[config.mk]
export PLATFORM = sky130hd
export DESIGN_NAME = cp0_exc_unit
export DESIGN_NICKNAME = d
export VERILOG_FILES = /design/src/rtl/cp0_pkg.sv /design/src/rtl/cp0_decode.sv /design/src/rtl/cp0_exc_unit.sv
export SDC_FILE = /design/constraint.sdc
export NUM_CORES = 1
export LEC_CHECK = 0
export BUFFER_PORTS_ARGS = -buffer_cell sky130_fd_sc_hd__buf_2
export CORE_ASPECT_RATIO = 0.5
export CORE_MARGIN = 1.5
export CORE_UTILIZATION = 35
export CTS_CLUSTER_SIZE = 24
export DETAILED_ROUTE_END_ITERATION = 10
export MAX_ROUTING_LAYER = met4
export PLACE_DENSITY = 0.66
export SLEW_MARGIN = 20
export SYNTH_ARGS = -nofsm -noshare
export SYNTH_HDL_FRONTEND = slang
export SYNTH_SLANG_ARGS = --single-unit
[constraint.sdc]
create_clock -name Clk -period 3.15 [get_ports Clk]
set_input_delay 0.315 -clock Clk [delete_from_list [all_inputs] [get_ports Clk]]
set_output_delay 0.315 -clock Clk [all_outputs]
set_load 0.02 [all_outputs]
[src/rtl/cp0_pkg.sv]
`default_nettype none
// ============================================================================
//  Module      : cp0_pkg
//  Description : Shared constants for the CP0 / exception unit: CP0 register
//                numbers, exception codes, Status bit positions, instruction
//                encodings and FSM state encoding.
//  Revision    : 1.0 - initial release
// ============================================================================
package cp0_pkg;

    // CP0 register numbers (Inst[15:11])
    localparam logic [4:0] c_REG_STATUS = 5'd12;
    localparam logic [4:0] c_REG_CAUSE  = 5'd13;
    localparam logic [4:0] c_REG_EPC    = 5'd14;

    // Cause.ExcCode values
    localparam logic [4:0] c_EXC_INT = 5'd0;
    localparam logic [4:0] c_EXC_SYS = 5'd8;
    localparam logic [4:0] c_EXC_RI  = 5'd10;
    localparam logic [4:0] c_EXC_OV  = 5'd12;

    // Status bit positions
    localparam int c_ST_IE     = 0;
    localparam int c_ST_SYS_EN = 1;
    localparam int c_ST_RI_EN  = 2;
    localparam int c_ST_OV_EN  = 3;
    localparam int c_ST_EXL    = 4;

    // Cause bit position of the registered interrupt request
    localparam int c_CAUSE_IP = 8;

    // Instruction encodings
    localparam logic [10:0] c_OP_MFC0    = 11'h200;
    localparam logic [10:0] c_OP_MTC0    = 11'h204;
    localparam logic [31:0] c_INST_ERET  = 32'h4200_0018;
    localparam logic [5:0]  c_OP_SPECIAL = 6'h00;
    localparam logic [5:0]  c_FN_SYSCALL = 6'h0C;

    // FSM state encoding; the state value doubles as Status.EXL
    localparam logic [0:0] c_STATE_NORMAL  = 1'b0;
    localparam logic [0:0] c_STATE_HANDLER = 1'b1;

endpackage : cp0_pkg
`default_nettype wire

[src/rtl/cp0_decode.sv]
`default_nettype none
// ============================================================================
//  Module      : cp0_decode
//  Description : Combinational decode of the fetched instruction word into
//                the CP0-relevant instruction classes and register select.
//  Revision    : 1.0 - initial release
// ============================================================================
module cp0_decode (
    input  logic [31:0] i_inst,
    output logic        o_is_mfc0,
    output logic        o_is_mtc0,
    output logic        o_is_eret,
    output logic        o_is_sys,
    output logic [4:0]  o_regsel
);
    import cp0_pkg::*;

    assign o_is_mfc0 = (i_inst[31:21] == c_OP_MFC0);
    assign o_is_mtc0 = (i_inst[31:21] == c_OP_MTC0);
    assign o_is_eret = (i_inst == c_INST_ERET);
    assign o_is_sys  = (i_inst[31:26] == c_OP_SPECIAL) && (i_inst[5:0] == c_FN_SYSCALL);
    assign o_regsel  = i_inst[15:11];

endmodule : cp0_decode
`default_nettype wire

[src/rtl/cp0_exc_unit.sv]
`default_nettype none
// ============================================================================
//  Module      : cp0_exc_unit
//  Description : Coprocessor-0 and exception unit for the single-cycle MIPS
//                core. Holds Status/Cause/EPC, detects RI/Sys/Ov/Int, drives
//                the PC redirect and squashes the faulting instruction.
//  Revision    : 1.0 - initial release
// ============================================================================
module cp0_exc_unit #(
    parameter logic [31:0] VECTOR     = 32'h0000_0040,
    parameter logic [31:0] STATUS_RST = 32'h0000_0000
) (
    input  logic        Clk,
    input  logic        Reset,
    input  logic [31:0] Inst,
    input  logic [31:0] PC,
    input  logic        Ri,
    input  logic        Ovf,
    input  logic        IntReq,
    input  logic [31:0] Rt_data,
    output logic [31:0] Cp0_rdata,
    output logic        Redirect,
    output logic [31:0] Redirect_pc,
    output logic        Squash,
    output logic [31:0] Status,
    output logic [31:0] Cause,
    output logic [31:0] EPC
);
    import cp0_pkg::*;

    logic        w_is_mfc0;
    logic        w_is_mtc0;
    logic        w_is_eret;
    logic        w_is_sys;
    logic [4:0]  w_regsel;

    logic [0:0]  r_state;
    logic [31:5] r_status_hi;   // Status bit 4 is the FSM state, not stored
    logic [3:0]  r_status_lo;
    logic [4:0]  r_exc_code;
    logic        r_ip;
    logic [31:0] r_epc;

    logic        w_take;
    logic [4:0]  w_code;

    cp0_decode u_decode (
        .i_inst    (Inst),
        .o_is_mfc0 (w_is_mfc0),
        .o_is_mtc0 (w_is_mtc0),
        .o_is_eret (w_is_eret),
        .o_is_sys  (w_is_sys),
        .o_regsel  (w_regsel)
    );

    assign Status = {r_status_hi, (r_state == c_STATE_HANDLER), r_status_lo};
    assign Cause  = {23'd0, r_ip, 1'b0, r_exc_code, 2'b00};
    assign EPC    = r_epc;

    // Prioritised exception take; only in NORMAL and never on eret or reset
    always_comb begin
        w_take = 1'b0;
        w_code = c_EXC_INT;
        if (!Reset && !w_is_eret && (r_state == c_STATE_NORMAL)) begin
            if (Ri && Status[c_ST_RI_EN]) begin
                w_take = 1'b1;
                w_code = c_EXC_RI;
            end else if (w_is_sys && Status[c_ST_SYS_EN]) begin
                w_take = 1'b1;
                w_code = c_EXC_SYS;
            end else if (Ovf && Status[c_ST_OV_EN]) begin
                w_take = 1'b1;
                w_code = c_EXC_OV;
            end else if (Cause[c_CAUSE_IP] && Status[c_ST_IE]) begin
                w_take = 1'b1;
                w_code = c_EXC_INT;
            end
        end
    end

    assign Squash      = w_take;
    assign Redirect    = w_take | (w_is_eret & ~Reset);
    assign Redirect_pc = w_is_eret ? r_epc : VECTOR;

    // mfc0 read mux: pre-edge register values, zero for non-mfc0
    always_comb begin
        Cp0_rdata = 32'd0;
        if (w_is_mfc0) begin
            case (w_regsel)
                c_REG_STATUS: Cp0_rdata = Status;
                c_REG_CAUSE:  Cp0_rdata = Cause;
                c_REG_EPC:    Cp0_rdata = EPC;
                default:      Cp0_rdata = 32'd0;
            endcase
        end
    end

    // Exception FSM plus CP0 register updates; take beats eret beats mtc0
    always_ff @(posedge Clk) begin
        if (Reset) begin
            r_state     <= c_STATE_NORMAL;
            r_status_hi <= STATUS_RST[31:5];
            r_status_lo <= STATUS_RST[3:0];
            r_exc_code  <= 5'd0;
            r_ip        <= 1'b0;
            r_epc       <= 32'd0;
        end else begin
            r_ip <= IntReq;
            if (w_take) begin
                r_state    <= c_STATE_HANDLER;
                r_epc      <= PC;
                r_exc_code <= w_code;
            end else if (w_is_eret) begin
                r_state <= c_STATE_NORMAL;
            end else if (w_is_mtc0) begin
                case (w_regsel)
                    c_REG_STATUS: begin
                        r_status_hi <= Rt_data[31:5];
                        r_status_lo <= Rt_data[3:0];
                    end
                    c_REG_CAUSE:  r_exc_code <= Rt_data[6:2];
                    c_REG_EPC:    r_epc      <= Rt_data;
                    default:      ;
                endcase
            end
        end
    end

endmodule : cp0_exc_unit
`default_nettype wire

==> results.ini <==
[run_status]
status = completed

[timing]
hold_viol_final = 0
min_period_ns = 2.763
rsz0062_at_grt = no
holdWs_ns = 0.2036
fin_tns_setup_ns = 0
setup_violations = 0
slew_headroom = 0.4406
fmax_mhz = 361.9
tightest_slew_ns = 0.8391
final_max_slew_viol_count = 0
period_share = 0.8773
fin_skew_ns = 0.01094

[cts]
cts.sinks = 70
post_cts_buffers = 0
clkTransAtPathRegs_ns = 0.05
cts_tree = built
holdBufCountCts = 0
post_cts_resized = 0
clock_path_buffers = 2
cts_buffers = 9
cts_root_buf = clkbuf_16
worstSkewPairLatency_ns = 0.33
htreeDepth = 3

[pwr]
p_per_area_mw_per_mm2 = 374.7
p_total_mw = 2.254
peakVddDrop_v = 0.0002089
leakage_nw = 2.671

[worst_setup_path]
cp_num_buf_inv = 3
worstReg2RegEnd = r_exc_code[2]
cp.arrival_ns = 2.45
critPathCaptureType = output port
crit_chain = buf_2, nor4_4, nand3b_2, or3_1, or4_2, buf_12, nor2_4, buf_2
crit_end = Cp0_rdata[27]
cp_max_fo = 26
path_common_cell = buf_2
ff2ff_setup_slack_ns = 0.85
crit_start = Inst[28]
cp_slowest_cell = or4_2
crit_path_max_incr_delay_ns = 0.60
critical_path_required_ns = 2.83
cp_top_family = simple AND/OR/NAND/NOR gates
reg2reg_depth = 6
critPathKind = in2out
cp.depth = 8
setup.worst_path.start_class = input port
r2r-start = r_status_lo[1]

[global_routing]
track_usage = 0.2092
grt_pass1_wl_um = 21990
gr-total-overflow = 0
grt_pass1_vias = 4189
antenna_found_initial = 0
grt_max_degree = 103

[worst_hold_path]
worstHoldPathType = in2reg
hold_depth = 2

[synth]
synthSimpleGateAreaFrac = 0.3457
seq_area_frac_synth = 0.3133
synth.distinct_cells = 43
synthMuxAreaShare = 0.1469
ys_seq_elements = 70
ys_warn_count = 0
synth.avg_cell_area_um2 = 8.536
synth_edf_count = 0
synth_compound_area_frac = 0.09538
yosysTopAreaCell = dfxtp_1
synth_top_area_share = 0.3133
synthFlopType = dfxtp_1
yosys.area_share.adder = 0
synth_top_family_by_area = simple AND/OR/NAND/NOR gates
synth_cells = 524
synth_xor_area_frac = 0
ys_top_cells_by_area = dfxtp_1 (31%), mux2i_1 (13%), nand2b_1 (8.8%), a311oi_1 (6.3%), nand2_1 (6.1%)
async_flop_share = 0
synth_area_mm2 = 0.004473

[place]
dpl.hpwl_um = 10100
io_buffers = 236
place.gp.congestion = 0.7907

[floorplanning]
die-area_mm2 = 0.01351
rows = 28
ios = 263
fp.dieH_um = 82.94
fp.coreArea_mm2 = 0.01212
initial_core_util = 0.3690
die_w_um = 162.9

[drt]
initialDrtViolationCount = 248
routed_via_density = 4.905
wire_per_inst_um = 15.62
num_vias = 4449
drc = 0
drtAntennaViolNets = 0
drtPass1Iterations = 4
routed_wl_um = 14170

[layout]
n_antenna_cell = 0
drive_gt1_frac = 0.3989
nets = 838
area_delta_synth_final_pct = 34.46

[job]
cap_viol_max_count = 0

[metal layers]
layer / part of all wire / GRT usage / vias to the layer above
met5: 0 / - / -
met4: 0.015 / 0.06505 / 0
met3: 0.043 / 0.03347 / 19
met2: 0.48 / 0.3346 / 149
met1: 0.46 / 0.2705 / 2091
li1: - / - / 2190
[area by class of cell]
class                           instances  area [um2]
Fill cell                            1236        6107
Multi-Input combinational cell        405        2750
Sequential cell                        70        1401
Timing Repair Buffer                  248        1296
Clock buffer                           11       242.7
Tap cell                              165       206.4
Clock inverter                          5       106.4
Inverter                                3       11.26
[synth_stat cells, types with 2 or more instances]
cell type / count
a211oi_1: 2
a221oi_1: 2
a22oi_1: 6
a311oi_1: 32
a31oi_1: 2
and2_1: 32
and3_1: 2
buf_1: 2
buf_12: 2
buf_2: 3
buf_4: 31
clkbuf_1: 32
dfxtp_1: 70
inv_1: 3
mux2_2: 5
mux2i_1: 60
nand2_1: 73
nand2b_1: 63
nand3_1: 3
nand4_1: 2
nand4b_1: 2
nor2_1: 13
nor2_4: 20
nor2b_1: 2
nor3_1: 36
nor4_1: 3
nor4b_2: 2
nor4bb_1: 2
o21ai_0: 2
o22ai_1: 2
[power breakdown]
| part | leakage [nW] | switching, mW | internal [mW] |
|---|---|---|---|
| combinational | 1.94 | 0.107 | 0.0788 |
| clock | 0.166 | 0.384 | 0.797 |
| sequential | 0.564 | 0.000576 | 0.886 |
[worst min-delay path by stage]
stage                            endpoint             from  slack (ns)
after floorplan                      r_ip           IntReq        0.44
after global placement     r_status_hi[6]   r_status_hi[6]        0.47
after detailed placement  r_status_hi[22]  r_status_hi[22]        0.48
after CTS                            r_ip           IntReq        0.19
after global routing                 r_ip           IntReq        0.19
final                                r_ip           IntReq        0.20
[cell families (layout without fill, tap and decap cells)]
group | after synthesis | count (layout)
multiplexers | 65 | 65
other | 1 | 26
AO/OA/AOI/OAI | 51 | 51
AND/OR/NAND/NOR | 263 | 263
buffers and inverters | 74 | 267
flip-flops | 70 | 70
[placed cells by master, fill, tap and decap left out, types with 2 or more instances in the layout]
master | netlist | layout
nor2b_1 | 2 | 2
a221oi_1 | 2 | 2
nor4bb_1 | 2 | 2
inv_1 | 3 | 3
conb_1 | 1 | 26
nor3_1 | 36 | 35
buf_12 | 2 | 2
and2_1 | 32 | 32
nand4_1 | 2 | 2
mux2_2 | 5 | 5
buf_4 | 31 | 10
clkbuf_16 | 0 | 9
nor2_1 | 13 | 13
nor2_4 | 20 | 20
a211oi_1 | 2 | 2
nor4b_2 | 2 | 2
dfxtp_1 | 70 | 70
nor4_1 | 3 | 3
bufinv_16 | 0 | 3
a22oi_1 | 6 | 6
and3_1 | 2 | 2
nand2b_1 | 63 | 63
nand3_1 | 3 | 3
nand4b_1 | 2 | 2
buf_2 | 3 | 236
a311oi_1 | 32 | 32
nand2_1 | 73 | 73
o21ai_0 | 2 | 2
o22ai_1 | 2 | 2
mux2i_1 | 60 | 60
a31oi_1 | 2 | 2
[state kept, by name (all words and copies together), names as in the netlist]
name,flops
EPC,32
r_ip,1
r_state,1
r_status_hi,27
r_exc_code,5
r_status_lo,4
[through the flow]
step	std cells	setup slack [ns]	util	area, um2
after floorplan	549	0.7447	-	4567
after global placement	891	0.4468	0.4674	5665
after detailed placement	891	0.3592	0.4674	5665
after CTS	907	0.3628	0.4962	6015
after global routing	907	0.2645	0.4962	6015
final	907	0.3865	0.4962	6015
No activity file was read; power rests on OpenSTA's default activity.
